### config.mk
export PLATFORM = sky130hd
export DESIGN_NAME = pl_branch_predictor_bht
export DESIGN_NICKNAME = d
export VERILOG_FILES = /design/src/rtl/pl_branch_predictor_bht.sv
export SDC_FILE = /design/constraint.sdc
export NUM_CORES = 1
export LEC_CHECK = 0
export BUFFER_PORTS_ARGS = -buffer_cell sky130_fd_sc_hd__buf_4
export CORE_ASPECT_RATIO = 1.4
export CORE_MARGIN = 4
export CORE_UTILIZATION = 45
export DETAILED_ROUTE_END_ITERATION = 12
export GPL_ROUTABILITY_DRIVEN = 0
export PLACE_DENSITY = 0.74
export RECOVER_POWER = 25
export SYNTH_ARGS = -nofsm -noshare
export SYNTH_HDL_FRONTEND = slang
export SYNTH_SLANG_ARGS = --single-unit
export TNS_END_PERCENT = 20
### constraint.sdc
create_clock -name clk -period 3.1 [get_ports clk]
set_input_delay 0.465 -clock clk [delete_from_list [all_inputs] [get_ports clk]]
set_output_delay 0.465 -clock clk [all_outputs]
set_load 0.05 [all_outputs]
### src/rtl/pl_branch_predictor_bht.sv
// PC-indexed branch history table of saturating counters with optional gshare hashing.
// Lookup is combinational in IF; resolved branches update the table, global history and
// performance counters from EX using the index carried down the pipe.
module pl_branch_predictor_bht #(
  parameter int unsigned ENTRIES   = 64,
  parameter int unsigned CTR_BITS  = 2,
  parameter int unsigned PC_BITS   = 32,
  parameter int unsigned GHR_BITS  = 6,
  parameter int unsigned GSHARE    = 1,
  parameter int unsigned STAT_BITS = 32,
  localparam int unsigned IDX_BITS = $clog2(ENTRIES)
) (
  input  logic                 clk,
  input  logic                 reset_n,
  input  logic                 enable,
  input  logic [PC_BITS-1:0]   lookup_pc,
  output logic                 predicted_taken,
  output logic [IDX_BITS-1:0]  lookup_idx,
  input  logic                 update_valid,
  input  logic [IDX_BITS-1:0]  update_idx,
  input  logic                 update_taken,
  input  logic                 update_predicted,
  output logic                 mispredict,
  output logic [STAT_BITS-1:0] branch_count,
  output logic [STAT_BITS-1:0] mispredict_count
);

  // Weakly-not-taken reset value; zero for single-bit counters.
  localparam logic [CTR_BITS-1:0]  CTR_INIT = CTR_BITS'((1 << (CTR_BITS - 1)) - 1);
  localparam logic [CTR_BITS-1:0]  CTR_MAX  = {CTR_BITS{1'b1}};
  localparam logic [STAT_BITS-1:0] STAT_MAX = {STAT_BITS{1'b1}};

  logic [CTR_BITS-1:0] table_q [ENTRIES];
  logic [GHR_BITS-1:0] ghr_q;

  logic                accept_c;
  logic                mispred_c;
  logic [IDX_BITS-1:0] pc_idx_c;
  logic [CTR_BITS-1:0] ctr_cur_c;
  logic [CTR_BITS-1:0] ctr_next_c;
  logic                unused_pc_c;

  assign accept_c  = update_valid & enable;
  assign mispred_c = update_predicted ^ update_taken;
  assign pc_idx_c  = lookup_pc[IDX_BITS+1:2];

  // Upper PC bits and the byte offset do not take part in indexing.
  assign unused_pc_c = ^{lookup_pc[PC_BITS-1:IDX_BITS+2], lookup_pc[1:0]};

  // Index hashing: plain PC bits, or PC bits XOR zero-extended global history.
  generate
    if (GSHARE != 0) begin : g_gshare
      assign lookup_idx = pc_idx_c ^ IDX_BITS'(ghr_q);
    end else begin : g_bimodal
      assign lookup_idx = pc_idx_c;
    end
  endgenerate

  // Read-before-write: lookup always sees the registered table state.
  assign predicted_taken = table_q[lookup_idx][CTR_BITS-1];

  // Saturating increment/decrement of the counter being trained.
  always_comb begin
    ctr_cur_c  = table_q[update_idx];
    ctr_next_c = ctr_cur_c;
    if (update_taken) begin
      if (ctr_cur_c != CTR_MAX) ctr_next_c = ctr_cur_c + CTR_BITS'(1);
    end else begin
      if (ctr_cur_c != '0) ctr_next_c = ctr_cur_c - CTR_BITS'(1);
    end
  end

  // Counter table storage, trained only by accepted updates.
  always_ff @(posedge clk or negedge reset_n) begin
    if (!reset_n) begin
      for (int i = 0; i < int'(ENTRIES); i++) table_q[i] <= CTR_INIT;
    end else if (accept_c) begin
      table_q[update_idx] <= ctr_next_c;
    end
  end

  // Non-speculative global history: outcome shifts in at the LSB, oldest bit drops out.
  always_ff @(posedge clk or negedge reset_n) begin
    if (!reset_n) begin
      ghr_q <= '0;
    end else if (accept_c) begin
      ghr_q <= GHR_BITS'({ghr_q, update_taken});
    end
  end

  // One-cycle mispredict pulse for the last accepted update.
  always_ff @(posedge clk or negedge reset_n) begin
    if (!reset_n) begin
      mispredict <= 1'b0;
    end else begin
      mispredict <= accept_c & mispred_c;
    end
  end

  // Saturating performance counters.
  always_ff @(posedge clk or negedge reset_n) begin
    if (!reset_n) begin
      branch_count     <= '0;
      mispredict_count <= '0;
    end else if (accept_c) begin
      if (branch_count != STAT_MAX) branch_count <= branch_count + STAT_BITS'(1);
      if (mispred_c && (mispredict_count != STAT_MAX)) begin
        mispredict_count <= mispredict_count + STAT_BITS'(1);
      end
    end
  end

endmodule

==> impl_metrics.toml <==
[outcome]
status = "finished, violations left"
violations = "max-capacitance violations, max-slew violations, negative setup slack"

[global_route]
gr-total-overflow = 0
antenna_found_initial = 0
grt_max_degree = 67
grt_pass1_wl_um = 41300
track_usage_pct = 21.2
grt_pass1_vias = 7762

[synth]
synth_area_sq_mm = 0.00992
synth-async-reset-ratio_pct = 100
seq_area_frac_synth_pct = 51.0
synth_top_cell_area_share_pct = 34.1
ys_warn_count = 0
synth_area_leader_cell = "dfrtp_1"
synth_edf_count = 0
ys_types = 68
ys_ff_latch = 199
avgSynthCellArea_sq_um = 10.3
synth-main-ff-cell = "dfrtp_1"
syn_nets = 1012
netlist_top_cells_area = "dfrtp_1, dfstp_2, nand2_1, mux4_2, o21ai_1"
syn_inst = 966

[setup_path]
crit_fanout = 17
crit_type = "reg -> out"
cp_common_cell = "mux4_2"
cpPeakStageDelay_ns = 0.54
r2r_end = "branch_count[31]"
path_cells = "xor2_4 -> buf_12 -> mux4_2 -> mux4_2 -> mux4_2 -> buf_6"
cp.required_ns = 2.63
reg2reg_depth = 7
timing.rr.start = "branch_count[4]"
crit_path_end = "predicted_taken"
worstPathArrival_ns = 2.98
startpoint_type = "flip-flop"
critPathLaunch = "ghr_q[0]"
critPathSlowestCell = "mux4_2"
rrSetupSlack_ns = 0.44
cp-end-kind = "primary output"

[finish]
fin_util_pct = 53.8
layout.nets = 1118
n_antenna_cell = 0
syn2layout_area_growth_pct = 18.2
drive_gt1_share_pct = 25.3
final_cell_mix = "nand2_1, dfrtp_1, o21ai_1"
layout_commonest_cell = "nand2_1"
design_area_sq_mm = 0.0117

[clock_network]
cts_buffer_depth = 2
cts_max_level = 4
root_buffer = "clkbuf_16"
clk_pin_slew_ns = 0.07
cts_num_sinks = 199
clk_latency_ns = 0.42
cts_tree = "done"
numCtsBuffers = 17

[power_and_ir_drop]
sw_frac_of_total_pct = 30.5
finalPower_uw = 6580
p_seq_share_pct = 46.3
p_switching_uw = 2010
powerDensity_mw_per_mm2 = 562
p_int_uw = 4580
leakage_uw = 0.00497
power_frac_comb_pct = 20.1
ir_drop_v = 0.000394
power_frac_clock_pct = 33.6

[routing]
wirelength_um = 25300
first_iter_violations = 481
routed-via-count = 7735
drc = 0
drtAntennaViolNets = 0
wl_per_cell_um = 18.3
vias_per_cell = 5.60
dr.pass1.iters = 7

[die]
coreArea_sq_mm = 0.0218
fp-row-count = 64
start_util_pct = 45.5
die_area_sq_mm = 0.0245
chipHeight_um = 184
ios = 116
fp.dieW_um = 133

[timing]
slew_headroom_pct = -8.05
period_needed_ns = 3.44
setup_viol = 1
tns_ns = -0.343
maxSlewViolCount = 67
finalHoldViolCount = 0
max_freq_mhz = 290
rsz0062_at_grt = "yes"
finalCritPeriodShare_pct = 111
final.setup.worst_slack_ns = -0.343
finClkSkew_ns = 0.00882
worst_pin_slew_ns = 1.62
timing.hold.ws_ns = 0.437

[hold_path]
hold_class = "in -> async"

[placed_design]
io_buffers = 89
placed_area_sq_mm = 0.0112
place_hpwl_um = 18300

[run]
cap_violations = 1
## layout make-up
type / count / area (sq um)
Sequential cell: 199 / 5060
Inverter: 16 / 60.1
Clock buffer: 21 / 470
Fill cell: 1959 / 10100
Tap cell: 297 / 372
Clock inverter: 10 / 118
Timing Repair Buffer: 131 / 1090
Multi-Input combinational cell: 707 / 4550
## critical path: cells and delay by family (launching register included)
| kind | cells | cell delay (ns) |
|---|---|---|
| mux | 3 | 1.57 |
| flops | 1 | 0.45 |
| buf+inv | 2 | 0.38 |
| xor+xnor | 1 | 0.16 |
## power by group through the flow
stage               Sequential, uW  Combinational, uW  Clock [uW]
floorplan                     3290                627           0
global placement              3080               1300           0
detailed placement            3090               1330           0
CTS                           3040               1340        2260
global route                  3080               1420        2370
finish                        3050               1330        2210
## flip-flops by register name (all words and copies together), names as in the netlist
| name | flops |
|---|---|
| branch_count | 32 |
| ghr_q | 6 |
| mispredict | 1 |
| mispredict_count | 32 |
| table_q | 128 |
## cell families after synthesis
kind of cell | count (synthesis) | synth area share (%)
and+or+nand+nor | 381 | 17.5
xor gates and xnor gates | 68 | 6.08
muxes | 59 | 9.67
adders and majority gates | 4 | 0.505
AOI/OAI and AO/OA | 195 | 11.9
DFF | 199 | 51.0
buffers and inverters | 60 | 3.33
## repair_timing
item                       in CTS  in global routing
hold buffers                    0                  0
gates cloned                    0                  0
pin swaps                       0                  0
setup endpoints to repair       1                  1
setup buffers                   1                  0
resized for setup               2                  0
## cells in the mapped netlist (2+ instances only)
cell type    n
and3b_1      5
mux2i_1     20
o21ai_1    120
nor4_1       4
ha_1         2
buf_4        8
inv_1       15
nand3_1     31
mux2_2       7
nand2b_1     3
a32oi_1      2
buf_2       12
a221o_1      2
a22oi_1     12
and3_1      12
nor2_1      18
clkbuf_1    13
dfrtp_1    135
o211ai_1     6
mux2_1       4
o22ai_1      6
nor3b_1      5
o21ai_0     14
a21oi_1      8
and4_1       9
nor2b_1      6
dfstp_2     64
xnor2_1     44
mux4_2      27
nor3_1      16
buf_6        8
a211o_1      5
buf_1        3
nand2_1    246
and2_1       5
a221oi_1     4
xor2_1      23
nand4_1     12
## through the flow
stage / cells / worst slack [ns]
final: 1381 / -0.343
after global routing: 1381 / -0.431
after CTS: 1381 / -0.347
after detailed placement: 1349 / -0.0931
after global placement: 1349 / -0.0843
after floorplan: 966 / 0.00486
## metal layers
metal	global-route usage (%)	vias up	part of all wire [%]	wire length, um
met5	0	-	0	0
met4	8.81	0	3.6	920
met3	4.05	61	6.4	1610
met2	36.1	306	50	12700
met1	26.6	3753	40	10100
li1	-	3615	-	-
## how the worst min path moves through the flow
| stage | startpoint | end | slack (ns) | depth (start not counted) |
|---|---|---|---|---|
| 4_1_cts | reset_n | table_q[43] | 0.03 | 1 |
| 3_5_place_dp | table_q[108] | table_q[108] | 0.45 | 2 |
| 3_3_place_gp | table_q[32] | table_q[32] | 0.45 | 2 |
| 6_report | reset_n | table_q[43] | 0.44 | 1 |
| 5_1_grt | table_q[62] | table_q[62] | 0.48 | 2 |
| 2_1_floorplan | reset_n | branch_count[0] | 0.17 | 0 |
No activity file was read; power rests on OpenSTA's default activity.
